===== src/rtl/fdiv_sqrt_pkg.sv =====
// Shared types and widths for the div/sqrt arbiter slice.
// Holds the FSM state enum and the recoded-float field widths.
package fdiv_sqrt_pkg;

  localparam int RM_W   = 3;
  localparam int FLAG_W = 5;
  localparam int REC_W  = 33;

  typedef enum logic [1:0] {
    IDLE = 2'd0,
    BUSY = 2'd1,
    RESP = 2'd2
  } state_t;

endpackage


===== src/rtl/fdiv_sqrt_arbiter_rr_arb2.sv =====
// Two-way round-robin grant.
// ptr names the requester that wins when both are asserting.
module rr_arb2 (
  input  logic [1:0] req,
  input  logic       ptr,
  output logic [1:0] gnt
);

  assign gnt[0] = req[0] & (~ptr | ~req[1]);
  assign gnt[1] = req[1] & ( ptr | ~req[0]);

endmodule


===== src/rtl/fdiv_sqrt_arbiter.sv =====
// Shares one div/sqrt unit between two requesters.
// Single operation in flight; per-requester kill drops its result.
module fdiv_sqrt_arbiter
  import fdiv_sqrt_pkg::*;
#(
  parameter int TAG_W = 5
) (
  input  logic                        clock,
  input  logic                        reset_n,
  input  logic [1:0]                  req_valid,
  output logic [1:0]                  req_ready,
  input  logic [1:0]                  req_sqrt,
  input  logic [1:0][REC_W-1:0]       req_a,
  input  logic [1:0][REC_W-1:0]       req_b,
  input  logic [1:0][RM_W-1:0]        req_rm,
  input  logic [1:0][TAG_W-1:0]       req_tag,
  input  logic [1:0]                  kill,
  input  logic                        unit_in_ready,
  output logic                        unit_in_valid,
  output logic                        unit_sqrt,
  output logic [REC_W-1:0]            unit_a,
  output logic [REC_W-1:0]            unit_b,
  output logic [RM_W-1:0]             unit_rm,
  input  logic                        unit_out_valid_div,
  input  logic                        unit_out_valid_sqrt,
  input  logic [REC_W-1:0]            unit_out,
  input  logic [FLAG_W-1:0]           unit_exc,
  output logic                        resp_valid,
  input  logic                        resp_ready,
  output logic                        resp_id,
  output logic [TAG_W-1:0]            resp_tag,
  output logic [REC_W-1:0]            resp_data,
  output logic [FLAG_W-1:0]           resp_exc,
  output logic                        busy
);

  state_t             state;
  logic               ptr;
  logic               id;
  logic               sqrt;
  logic               discard;
  logic [TAG_W-1:0]   tag;
  logic [REC_W-1:0]   data;
  logic [FLAG_W-1:0]  exc;

  logic [1:0] gnt;
  logic       idle;
  logic       sel;
  logic       accept;
  logic       pulse;
  logic       own_kill;

  rr_arb2 u_arb (
    .req (req_valid),
    .ptr (ptr),
    .gnt (gnt)
  );

  assign idle      = (state == IDLE);
  assign sel       = gnt[1];
  assign req_ready = (idle & unit_in_ready) ? gnt : 2'b00;
  assign accept    = |req_ready;

  assign unit_in_valid = idle & (|req_valid);
  assign unit_sqrt     = unit_in_valid & req_sqrt[sel];
  assign unit_a        = unit_in_valid ? req_a[sel]  : '0;
  assign unit_b        = unit_in_valid ? req_b[sel]  : '0;
  assign unit_rm       = unit_in_valid ? req_rm[sel] : '0;

  // Only a pulse of the type we issued belongs to us.
  assign pulse    = sqrt ? unit_out_valid_sqrt : unit_out_valid_div;
  assign own_kill = kill[id];

  assign resp_valid = (state == RESP);
  assign resp_id    = resp_valid & id;
  assign resp_tag   = resp_valid ? tag  : '0;
  assign resp_data  = resp_valid ? data : '0;
  assign resp_exc   = resp_valid ? exc  : '0;
  assign busy       = ~idle;

  always_ff @(posedge clock) begin
    if (!reset_n) begin
      state   <= IDLE;
      ptr     <= 1'b0;
      id      <= 1'b0;
      sqrt    <= 1'b0;
      discard <= 1'b0;
      tag     <= '0;
      data    <= '0;
      exc     <= '0;
    end else begin
      unique case (state)
        IDLE: begin
          if (accept) begin
            id      <= sel;
            tag     <= req_tag[sel];
            sqrt    <= req_sqrt[sel];
            discard <= 1'b0;
            ptr     <= ~sel;
            state   <= BUSY;
          end
        end
        BUSY: begin
          if (own_kill) discard <= 1'b1;
          if (pulse) begin
            if (discard | own_kill) begin
              state <= IDLE;
            end else begin
              data  <= unit_out;
              exc   <= unit_exc;
              state <= RESP;
            end
          end
        end
        RESP: begin
          // A kill drops the response even alongside resp_ready.
          if (own_kill | resp_ready) state <= IDLE;
        end
        default: state <= IDLE;
      endcase
    end
  end

endmodule


===== config.mk =====
export PLATFORM = sky130hd
export DESIGN_NAME = fdiv_sqrt_arbiter
export DESIGN_NICKNAME = d
export VERILOG_FILES = /design/src/rtl/fdiv_sqrt_pkg.sv /design/src/rtl/fdiv_sqrt_arbiter_rr_arb2.sv /design/src/rtl/fdiv_sqrt_arbiter.sv
export SDC_FILE = /design/constraint.sdc
export NUM_CORES = 1
export LEC_CHECK = 0
export ABC_AREA = 1
export ABC_CLOCK_PERIOD_IN_PS = 2200
export CORE_AREA = 2 2 124 126
export CTS_BUF_LIST = sky130_fd_sc_hd__clkbuf_4 sky130_fd_sc_hd__clkbuf_8 sky130_fd_sc_hd__clkbuf_16
export DETAILED_ROUTE_END_ITERATION = 7
export DIE_AREA = 0 0 126 128
export PLACE_DENSITY = 0.71
export SYNTH_ARGS = -nofsm -noshare
export SYNTH_HDL_FRONTEND = slang
export SYNTH_SLANG_ARGS = --single-unit

===== constraint.sdc =====
create_clock -name clock -period 2.2 [get_ports clock]
set_clock_uncertainty 0.05 [all_clocks]
set_input_delay 0.33 -clock clock [delete_from_list [all_inputs] [get_ports clock]]
set_output_delay 0.33 -clock clock [all_outputs]
set_load 0.02 [all_outputs]

==> results of run 1 <==
-- cell families after synthesis --
kind of cell	share of synthesized area, %
simple gates	45.73
buf+inv	13.46
compound gates	12.67
flops	28.14
-- power by group --
group	internal, mW	switching, mW
clock network	0.568	0.341
logic	0.723	0.747
registers	0.938	0.0153
-- registers in the layout, summed over array words and instances, names as in the netlist --
register	cells
id	1
sqrt	1
ptr	1
exc	5
tag	5
state	2
discard	1
data	33
-- metrics by stage --
stage,utilization [%],power (mW)
after floorplan,-,1.645
after global placement,46.75,2.495
after detailed placement,46.75,2.497
final,47.36,3.333
after global routing,47.36,3.517
after CTS,47.34,3.384
-- repair_timing --
item,in CTS,in global routing
gates cloned,3,0
setup buffers,2,0
endpoints found under the setup margin,117,1
pin swaps,2,0
resized for setup,284,2
-- worst max-delay path: cells and delay by family --
family | cells | cell delay, ns
buf+inv | 6 | 1.14
compound gates | 2 | 0.25
-- metal layers --
metal / share of wire [%] / routed length [microns]
met3: 7.8 / 1301
met2: 49 / 8110
met4: 2.0 / 335
met5: 0 / 0
met1: 41 / 6909
-- area by class of cell --
type,count,area share [%]
clock buffers,6,1.973
repair buffers,352,48.08
inverters,55,2.933
flip-flops and latches,49,13.95
clock inverters,2,0.5332
well taps,188,3.342
multi-input cells,484,29.19
-- how the worst min path moves through the flow --
| stage | end |
|---|---|
| 2_1_floorplan | id |
| 3_3_place_gp | id |
| 3_5_place_dp | id |
| 4_1_cts | sqrt |
| 5_1_grt | tag[4] |
| 6_report | sqrt |
-- cells in the final DEF (no fill, tap or decap) --
| cell type | n |
|---|---|
| nor2_1 | 140 |
| inv_2 | 2 |
| clkdlybuf4s15_1 | 4 |
| nand2_4 | 1 |
| clkdlybuf4s15_2 | 17 |
| dlygate4sd2_1 | 48 |
| bufinv_16 | 1 |
| o21ai_4 | 2 |
| nand3_2 | 1 |
| nor2_2 | 1 |
| buf_4 | 31 |
| clkdlybuf4s50_1 | 196 |
| inv_1 | 53 |
| clkinvlp_4 | 1 |
| a21oi_2 | 14 |
| nand4_1 | 1 |
| buf_2 | 40 |
| nand2_1 | 243 |
| buf_16 | 1 |
| nand3_1 | 7 |
| buf_12 | 12 |
| dfxtp_2 | 1 |
| nand2_2 | 12 |
| bufbuf_16 | 2 |
| clkbuf_8 | 1 |
| a21oi_1 | 60 |
| dfxtp_1 | 48 |
| o21ai_0 | 1 |
| nand4_2 | 1 |
| clkbuf_16 | 5 |
| clkbuf_2 | 1 |
==> flow_metrics.tcl, run 1 <==
set metrics [dict create \
    first_pass_iters 5 \
    setup_tns_ns 0 \
    synth-async-reset-ratio_pct 0 \
    arrival_ns 1.73 \
    die-area_sq_um 16130 \
    grt_pass1_vias 4364 \
    tritoncts "built" \
    drc 0 \
    status "finished, final reports clean" \
    cts_buffers 5 \
    clock_path_buffers 2 \
    root_buffer "clkbuf_16" \
    fp.dieH_microns 128 \
    drive_above_1_share_pct 15.51 \
    maxSlewViolCount 0 \
    grtUsageMet2_pct 33.30 \
    cp-end-kind "primary output" \
    grt_use_total_pct 19.29 \
    crit_chain "dlygate4sd2_1, buf_4, o21ai_4, buf_12, buf_4, a21oi_2, buf_4, buf_12" \
    die_x_microns 126 \
    hold_buffers 0 \
    via_per_inst 4.288 \
    busiest_layer "met2" \
    crit_path_max_incr_delay_ns 0.29 \
    multi_input_area_sq_um 2054 \
    grt_overflow 0 \
    drtIter0Drc 198 \
    post-place-cells 1123 \
    start_util_pct 23.45 \
    powerDensity_nw_per_um2 473.4 \
    ant_nets 0 \
    syn_to_final_growth_pct 101.9 \
    regArea_sq_um 982.2 \
    r2r_end "tag[4]" \
    hold_ws_ns 0.3054 \
    min-delay-start "reset_n" \
    ys_seq_area_share_pct 28.14 \
    min_delay_path_depth 3 \
    grt_max_degree 71 \
    synth-edff-count 0 \
    placement.io_buffers 316 \
    io_pins 317 \
    critPathSlowestCell "dlygate4sd2_1" \
    synth_fp_nets 826 \
    n_fill_cell 1561 \
    rsz0062_at_grt "no" \
    clk_pin_slew_ns 0.07 \
    syn_area_per_cell_sq_um 5.551 \
    fmax_mhz 474.2 \
    crit_fanout 32 \
    hold_class "input pin to register" \
    syn_area_sq_um 3486 \
    drt_wl_total_microns 16660 \
    nNetsFinal 1145 \
    grt_antenna_before_repair 0 \
    cp-startpoint "req_valid[1]" \
    reg2reg_depth 8 \
    num_vias 4871 \
    synth_top_area_share_pct 28.14 \
    dp_hpwl_microns 12590 \
    slew_headroom_pct 78.34 \
    synth_cells 628 \
    num_rows 45 \
    drv_cap 0 \
    worstSetupPathType "input pin to primary output" \
    critPathLaunchType "input pin" \
    yosys-top-cells-area "dfxtp_1, nand2_1, nor2_1, a21oi_1, inv_1" \
    clkLatencyLatePin_ns 0.29 \
    fin_cells 1136 \
    fin_ws_ns 0.09138 \
    worst_pin_slew_ns 0.3241 \
    grt_use_met3_pct 4.466 \
    finalHoldViolCount 0 \
    period_share_pct 95.85 \
    ys.flop_type "dfxtp_1" \
    final.min_clock_period_ns 2.109 \
    rr_startpoint "ptr" \
    pre_cts_slack_ns -0.4430 \
    yosysWarnings 0 \
    core-area_sq_um 14860 \
    reg2reg_slack_ns 0.56 \
    synth.most_common_cell "nand2_1" \
    synthTopCellsByCount "nand2_1, nor2_1, a21oi_1" \
    setup_viol 0 \
    cpMostUsedCell "buf_4" \
    synth_top_area_cell "dfxtp_1" \
    crit_required_ns 1.82 \
    synth.distinct_cells 23 \
    diodes 0 \
    gp_congestion 0.8959 \
    place_area_sq_um 6949 \
    final_cell_area_sq_um 7039 \
    total_leakage_power_nw 3.513 \
    ys_seq_elements 49 \
    grt_pass1_wl_microns 24720 \
    htreeDepth 2 \
    ir_drop_mv 0.6023 \
    endpoint "unit_a[17]" \
    avgRoutedWirePerCell_microns 14.66 \
    clkSinkCount 49 \
    use_met1_pct 23.95 \
]
Note: power is estimated with default switching activity, not from simulation.
==> run 2: changes to the inputs <==
- ABC_CLOCK_PERIOD_IN_PS: 2200 -> not set
==> results of run 2 <==
Same layout as run 1: the final DEF is identical, and so are final timing and power.
